[src/rtl/if_id_hazard_reg_if.sv]
// Fetch/decode boundary bundle for the IF/ID register.
// master drives fetch and EX feedback; slave is the register itself.
interface if_id_hazard_reg_if #(
  parameter int N     = 32,
  parameter int CNT_W = 16
);
  logic [N-1:0]     pc_in;
  logic [N-1:0]     pc_plus4_in;
  logic [31:0]      instr_in;
  logic             instr_valid_in;
  logic             flush_in;
  logic             ex_memread_in;
  logic [4:0]       ex_rd_in;
  logic [N-1:0]     pc_out;
  logic [N-1:0]     pc_plus4_out;
  logic [31:0]      instr_out;
  logic             valid_out;
  logic [4:0]       rs1_out;
  logic [4:0]       rs2_out;
  logic             pc_write_out;
  logic             id_ex_bubble_out;
  logic [CNT_W-1:0] stall_count_out;

  modport master (
    output pc_in, pc_plus4_in, instr_in,
    output instr_valid_in, flush_in,
    output ex_memread_in, ex_rd_in,
    input  pc_out, pc_plus4_out, instr_out,
    input  valid_out, rs1_out, rs2_out,
    input  pc_write_out, id_ex_bubble_out,
    input  stall_count_out
  );

  modport slave (
    input  pc_in, pc_plus4_in, instr_in,
    input  instr_valid_in, flush_in,
    input  ex_memread_in, ex_rd_in,
    output pc_out, pc_plus4_out, instr_out,
    output valid_out, rs1_out, rs2_out,
    output pc_write_out, id_ex_bubble_out,
    output stall_count_out
  );
endinterface

[src/rtl/if_id_hazard_reg.sv]
// IF/ID pipeline register with load-use stall, flush
// and a saturating stall counter; updates on falling clk.
module if_id_hazard_reg #(
  parameter int          N         = 32,
  parameter logic [31:0] NOP_INSTR = 32'h0000_0013,
  parameter int          CNT_W     = 16
) (
  input logic               clk,
  input logic               reset,
  if_id_hazard_reg_if.slave bus
);

  logic [N-1:0]     pc_q;
  logic [N-1:0]     pc4_q;
  logic [31:0]      instr_q;
  logic             valid_q;
  logic [CNT_W-1:0] cnt_q;

  logic [6:0] opcode;
  logic [4:0] rs1;
  logic [4:0] rs2;
  logic       uses_rs1;
  logic       uses_rs2;
  logic       rd_hit;
  logic       load_use;
  logic       stall;

  assign opcode = instr_q[6:0];
  assign rs1    = instr_q[19:15];
  assign rs2    = instr_q[24:20];

  always_comb begin
    uses_rs1 = 1'b1;
    uses_rs2 = 1'b0;
    unique case (opcode)
      7'b0110111,
      7'b0010111,
      7'b1101111: uses_rs1 = 1'b0;
      7'b0110011,
      7'b0100011,
      7'b1100011: uses_rs2 = 1'b1;
      default: ;
    endcase
  end

  // x0 as a load destination never creates a dependency
  assign rd_hit = (uses_rs1 && bus.ex_rd_in == rs1)
               || (uses_rs2 && bus.ex_rd_in == rs2);

  assign load_use = valid_q && bus.ex_memread_in
                 && (bus.ex_rd_in != 5'd0) && rd_hit;

  assign stall = load_use && !bus.flush_in;

  always_ff @(negedge clk or negedge reset) begin
    if (!reset) begin
      pc_q    <= '0;
      pc4_q   <= '0;
      instr_q <= NOP_INSTR;
      valid_q <= 1'b0;
    end else if (bus.flush_in) begin
      instr_q <= NOP_INSTR;
      valid_q <= 1'b0;
    end else if (stall) begin
      pc_q    <= pc_q;
    end else if (!bus.instr_valid_in) begin
      pc_q    <= bus.pc_in;
      pc4_q   <= bus.pc_plus4_in;
      instr_q <= NOP_INSTR;
      valid_q <= 1'b0;
    end else begin
      pc_q    <= bus.pc_in;
      pc4_q   <= bus.pc_plus4_in;
      instr_q <= bus.instr_in;
      valid_q <= 1'b1;
    end
  end

  always_ff @(negedge clk or negedge reset) begin
    if (!reset) begin
      cnt_q <= '0;
    end else if (stall && cnt_q != '1) begin
      cnt_q <= cnt_q + 1'b1;
    end
  end

  assign bus.pc_out           = pc_q;
  assign bus.pc_plus4_out     = pc4_q;
  assign bus.instr_out        = instr_q;
  assign bus.valid_out        = valid_q;
  assign bus.rs1_out          = rs1;
  assign bus.rs2_out          = rs2;
  assign bus.pc_write_out     = !stall;
  assign bus.id_ex_bubble_out = stall || bus.flush_in;
  assign bus.stall_count_out  = cnt_q;

endmodule
[src/flat_wrapper.sv]
// flat-port wrapper written by rule: the top's interface ports become plain ports
module if_id_hazard_reg_flat 
#(
  parameter int          N         = 32,
  parameter logic [31:0] NOP_INSTR = 32'h0000_0013,
  parameter int          CNT_W     = 16
)
  (clk, reset, bus_pc_in, bus_pc_plus4_in, bus_instr_in, bus_instr_valid_in, bus_flush_in, bus_ex_memread_in, bus_ex_rd_in, bus_pc_out, bus_pc_plus4_out, bus_instr_out, bus_valid_out, bus_rs1_out, bus_rs2_out, bus_pc_write_out, bus_id_ex_bubble_out, bus_stall_count_out);
  if_id_hazard_reg_if #(.N(N), .CNT_W(CNT_W)) bus_i ();
  input logic clk;
  input logic reset;
  input wire logic [$bits(bus_i.pc_in)-1:0] bus_pc_in;
  input wire logic [$bits(bus_i.pc_plus4_in)-1:0] bus_pc_plus4_in;
  input wire logic [$bits(bus_i.instr_in)-1:0] bus_instr_in;
  input wire logic [$bits(bus_i.instr_valid_in)-1:0] bus_instr_valid_in;
  input wire logic [$bits(bus_i.flush_in)-1:0] bus_flush_in;
  input wire logic [$bits(bus_i.ex_memread_in)-1:0] bus_ex_memread_in;
  input wire logic [$bits(bus_i.ex_rd_in)-1:0] bus_ex_rd_in;
  output wire logic [$bits(bus_i.pc_out)-1:0] bus_pc_out;
  output wire logic [$bits(bus_i.pc_plus4_out)-1:0] bus_pc_plus4_out;
  output wire logic [$bits(bus_i.instr_out)-1:0] bus_instr_out;
  output wire logic [$bits(bus_i.valid_out)-1:0] bus_valid_out;
  output wire logic [$bits(bus_i.rs1_out)-1:0] bus_rs1_out;
  output wire logic [$bits(bus_i.rs2_out)-1:0] bus_rs2_out;
  output wire logic [$bits(bus_i.pc_write_out)-1:0] bus_pc_write_out;
  output wire logic [$bits(bus_i.id_ex_bubble_out)-1:0] bus_id_ex_bubble_out;
  output wire logic [$bits(bus_i.stall_count_out)-1:0] bus_stall_count_out;
  assign bus_i.pc_in = bus_pc_in;
  assign bus_i.pc_plus4_in = bus_pc_plus4_in;
  assign bus_i.instr_in = bus_instr_in;
  assign bus_i.instr_valid_in = bus_instr_valid_in;
  assign bus_i.flush_in = bus_flush_in;
  assign bus_i.ex_memread_in = bus_ex_memread_in;
  assign bus_i.ex_rd_in = bus_ex_rd_in;
  assign bus_pc_out = bus_i.pc_out;
  assign bus_pc_plus4_out = bus_i.pc_plus4_out;
  assign bus_instr_out = bus_i.instr_out;
  assign bus_valid_out = bus_i.valid_out;
  assign bus_rs1_out = bus_i.rs1_out;
  assign bus_rs2_out = bus_i.rs2_out;
  assign bus_pc_write_out = bus_i.pc_write_out;
  assign bus_id_ex_bubble_out = bus_i.id_ex_bubble_out;
  assign bus_stall_count_out = bus_i.stall_count_out;
  if_id_hazard_reg #(.N(N), .NOP_INSTR(NOP_INSTR), .CNT_W(CNT_W)) u_core (.clk(clk), .reset(reset), .bus(bus_i));
endmodule
[config.mk]
export PLATFORM = sky130hd
export DESIGN_NAME = if_id_hazard_reg_flat
export DESIGN_NICKNAME = d
export VERILOG_FILES = /design/src/rtl/if_id_hazard_reg_if.sv /design/src/rtl/if_id_hazard_reg.sv /design/src/flat_wrapper.sv
export SDC_FILE = /design/constraint.sdc
export NUM_CORES = 1
export LEC_CHECK = 0
export ABC_CLOCK_PERIOD_IN_PS = 4800
export CAP_MARGIN = 20
export CORE_UTILIZATION = 33
export CTS_CLUSTER_SIZE = 30
export DETAILED_ROUTE_END_ITERATION = 10
export GPL_ROUTABILITY_DRIVEN = 0
export PLACE_DENSITY = 0.66
export SYNTH_ARGS = -nofsm -noshare
export SYNTH_HDL_FRONTEND = slang
export SYNTH_SLANG_ARGS = --single-unit
[constraint.sdc]
create_clock -name clk -period 4.8 [get_ports clk]
set_input_delay 0.48 -clock clk [delete_from_list [all_inputs] [get_ports clk]]
set_output_delay 0.48 -clock clk [all_outputs]
set_load 0.1 [all_outputs]
Word level (Yosys, flattened, before mapping)
Index checks and enable logic that the tools add are counted.
{"block": "word_totals", "regBits": 113, "inputBits": 106, "out_inout_bits": 125}
{"block": "classes", "reduce_logical": 15, "add_sub_neg": 1, "muxes": 8, "eq_ne": 10, "bitwise_logic": 2}
{"op": "$mux 32", "n": 3}
{"op": "$eq 7x6->1 const B", "n": 3}
{"op": "$add 16x1->16 const B", "n": 1}
{"op": "$ne 16x16->1 const B", "n": 1}
{"op": "$eq 7x7->1 const B", "n": 2}
{"op": "$eq 5x5->1", "n": 2}
{"op": "$eq 7x5->1 const B", "n": 1}
{"op": "$logic_and 1x1->1", "n": 7}
{"op": "$reduce_or 3->1", "n": 2}
{"op": "$mux 1", "n": 5}
{"op": "$reduce_bool 5->1", "n": 1}
{"op": "$logic_not 1->1", "n": 2}
{"op": "$logic_or 1x1->1", "n": 2}
{"op": "$ne 2x2->1 const B", "n": 1}
{"op": "$not 1->1", "n": 2}
{"op": "$reduce_and 2->1", "n": 1}

Depth between registers and ports, before layout
{"block": "logic_depth", "word_depth": 9, "ltp_mapped": 9, "depth_no_buf": 8}

==> results.sh <==
export IMPL_status="finished with violations"
export IMPL_violations="DRC, setup timing"
export IMPL_cts_hold_buf=0
export IMPL_final_cells=853
export IMPL_first_global_vias=4025
export IMPL_finalSetupViolCount=2
export IMPL_io_pins=231
export IMPL_worstRegToRegCells=10
export IMPL_fill_cells=1254
export IMPL_syn_cell_area_mm2=0.00503
export IMPL_ys_warn_count=0
export IMPL_slew_violations=0
export IMPL_synth_main_ff_cell="dfrtn_1"
export IMPL_hpwlAfterDp_um=10300
export IMPL_ant_nets=0
export IMPL_die_area_mm2=0.0157
export IMPL_firstDrtPassIters=8
export IMPL_power_total_uw=3210
export IMPL_dp_cells=810
export IMPL_antenna_found_initial=0
export IMPL_ys_seq_area_share_pct=56.3
export IMPL_fp_coreArea_mm2=0.0147
export IMPL_cts_buffers=17
export IMPL_layout_setup_ws_ns=-0.208
export IMPL_grt_pass1_wl_um=22900
export IMPL_drt_iter0_drc=171
export IMPL_powerDensity_mw_per_mm2=392
export IMPL_final_cell_mix="159 x buf_4, 110 x dfrtn_1, 98 x clkdlybuf4s50_1, 49 x mux2_4, 41 x nand2_1"
export IMPL_netlist_instances=390
export IMPL_finalNetCount=763
export IMPL_tritoncts="yes"
export IMPL_h_tree_depth=4
export IMPL_end_kind="output port"
export IMPL_syn_nets=497
export IMPL_diodes=0
export IMPL_worstPathMaxFanout=3
export IMPL_rsz0062_at_grt="yes"
export IMPL_grt_max_degree=49
export IMPL_arrival_ns=4.53
export IMPL_cts_sinks=113
export IMPL_chipWidth_um=125
export IMPL_critPathKind="reg2out"
export IMPL_worstMarginPinSlew_ns=0.573
export IMPL_finalWirelength_um=14500
export IMPL_track_usage_pct=19.0
export IMPL_avgSynthCellArea_um2=12.9
export IMPL_path_clk_slew_ns=0.04
export IMPL_ir_drop_uv=259
export IMPL_start_util_pct=34.2
export IMPL_cap_violations=0
export IMPL_io_buffers=230
export IMPL_min_path_cells=1
export IMPL_maxSlewHeadroom_pct=61.8
export IMPL_hold_class="reg2reg"
export IMPL_layout_commonest_cell="buf_4"
export IMPL_skew_ns=0.0496
export IMPL_seq_area_mm2=0.00283
export IMPL_synth_edf_count=0
export IMPL_cts_max_path_buffers=2
export IMPL_cts_root_buf="clkbuf_16"
export IMPL_synth_async_reset_ratio_pct=100
export IMPL_insertion_delay_ns=0.43
export IMPL_leakagePower_uw=0.00390
export IMPL_drive_above_1_share_pct=43.9
export IMPL_die_h_um=125
export IMPL_avgRoutedWirePerCell_um=17.0
export IMPL_overflow=0
export IMPL_required_ns=4.32
export IMPL_drc_errors=19
export IMPL_area_growth_pct=63.0
export IMPL_via_per_inst=4.66
export IMPL_synth_seq_cells=113
export IMPL_fp_row_count=44
export IMPL_synth_cell_types=36
export IMPL_multiInputGateArea_mm2=0.00203
export IMPL_worstSetupStartpointType="flop"
export IMPL_hold_viol_final=0
export IMPL_vias=3978
==> power by group <==
| group | internal, uW | leakage (uW) | switching [uW] |
|---|---|---|---|
| logic | 284 | 0.00221 | 672 |
| registers | 1030 | 0.00140 | 42.4 |
| clock network | 717 | 0.000286 | 467 |
==> metrics by stage <==
stage / hold WS, ns / util [%] / setup WS, ns / setup TNS [ns] / instance area, um^2
CTS: 0.457 / 55.1 / -0.201 / -6.99 / 8100
global placement: 0.439 / 49.9 / -0.434 / -39.15 / 7330
finish: 0.455 / 55.7 / -0.208 / -0.332 / 8190
global route: 0.468 / 55.7 / -0.297 / -0.503 / 8190
floorplan: 0.756 / - / -0.703 / -1.33 / 5030
detailed placement: 0.451 / 49.9 / -0.484 / -40.54 / 7330
==> flip-flops by register name (all words and copies together) (netlist names) <==
signal	count
u_core.bus.stall_count_out	16
u_core.bus.valid_out	1
u_core.bus.pc_plus4_out	32
u_core.bus.pc_out	32
u_core.bus.instr_out	32
==> final timing paths <==
check / startpoint / endpoint / slack [ns]
worst max-delay path: u_core.bus.instr_out[0]$_DFFE_NN1P_ / bus_id_ex_bubble_out / -0.21
worst min-delay path: u_core.bus.pc_out[12]$_DFFE_NN0P_ / u_core.bus.pc_out[12]$_DFFE_NN0P_ / 0.45
worst max register to register: u_core.bus.instr_out[0]$_DFFE_NN1P_ / u_core.bus.stall_count_out[5]$_DFFE_NN0P_ / 2.43
worst min register to register: u_core.bus.pc_out[12]$_DFFE_NN0P_ / u_core.bus.pc_out[12]$_DFFE_NN0P_ / 0.45
max in group asynchronous: reset / u_core.bus.pc_plus4_out[30]$_DFFE_NN0P_ / 1.72
min in group asynchronous: reset / u_core.bus.pc_plus4_out[22]$_DFFE_NN0P_ / 2.38
==> layout make-up <==
| class | count | share of cell area [%] |
|---|---|---|
| Tap cell | 184 | 2.81 |
| Multi-Input combinational cell | 242 | 24.8 |
| Clock inverter | 18 | 1.82 |
| Sequential cell | 113 | 34.6 |
| Timing Repair Buffer | 277 | 30.7 |
| Clock buffer | 17 | 5.19 |
| Inverter | 2 | 0.137 |
==> synth_stat cells (all sizes together) (6+ instances only) <==
| library cell | number | area, um^2 |
|---|---|---|
| a21oi | 30 | 150 |
| buf | 20 | 223 |
| clkbuf | 12 | 45.0 |
| dfrtn | 110 | 2750 |
| mux2 | 64 | 905 |
| nand2 | 41 | 154 |
| nand3 | 36 | 180 |
| nor2 | 14 | 68.8 |
| nor3 | 6 | 30.0 |
| xnor2 | 14 | 123 |
| xor2 | 10 | 87.6 |
==> worst max-delay path, cell delays in order (launching register included) <==
cell	delay [ns]
dfstp_2	0.52
and2_4	0.14
nand4_1	0.17
nor4_4	0.22
o21a_4	0.22
nor2_8	0.06
buf_12	0.13
clkinvlp_4	0.07
buf_12	0.16
==> routing by layer <==
metal | global-route usage, % | share of wire (%)
met5 | 0 | 0
met4 | 5.31 | 0.92
met3 | 6.76 | 7.6
met2 | 30.8 | 50
met1 | 24.1 | 41
==> cell families after synthesis <==
group                    count (synthesis)  synth area share [%]
AND/OR/NAND/NOR                        113                  11.0
flip-flops                             113                  56.3
multiplexers                            64                  18.0
AO/OA/AOI/OAI                           40                  4.71
buffers and inverters                   35                  5.55
XOR/XNOR                                24                  4.18
adder cells (fa/ha/maj)                  1                 0.249
==> what timing repair did <==
item	4_1_cts	5_1_grt
endpoints found under the setup margin	58	83
gates cloned	2	0
resized for setup	19	17
buffers inserted	6	1
pin swaps	4	6
(Power assumes the default switching activity.)
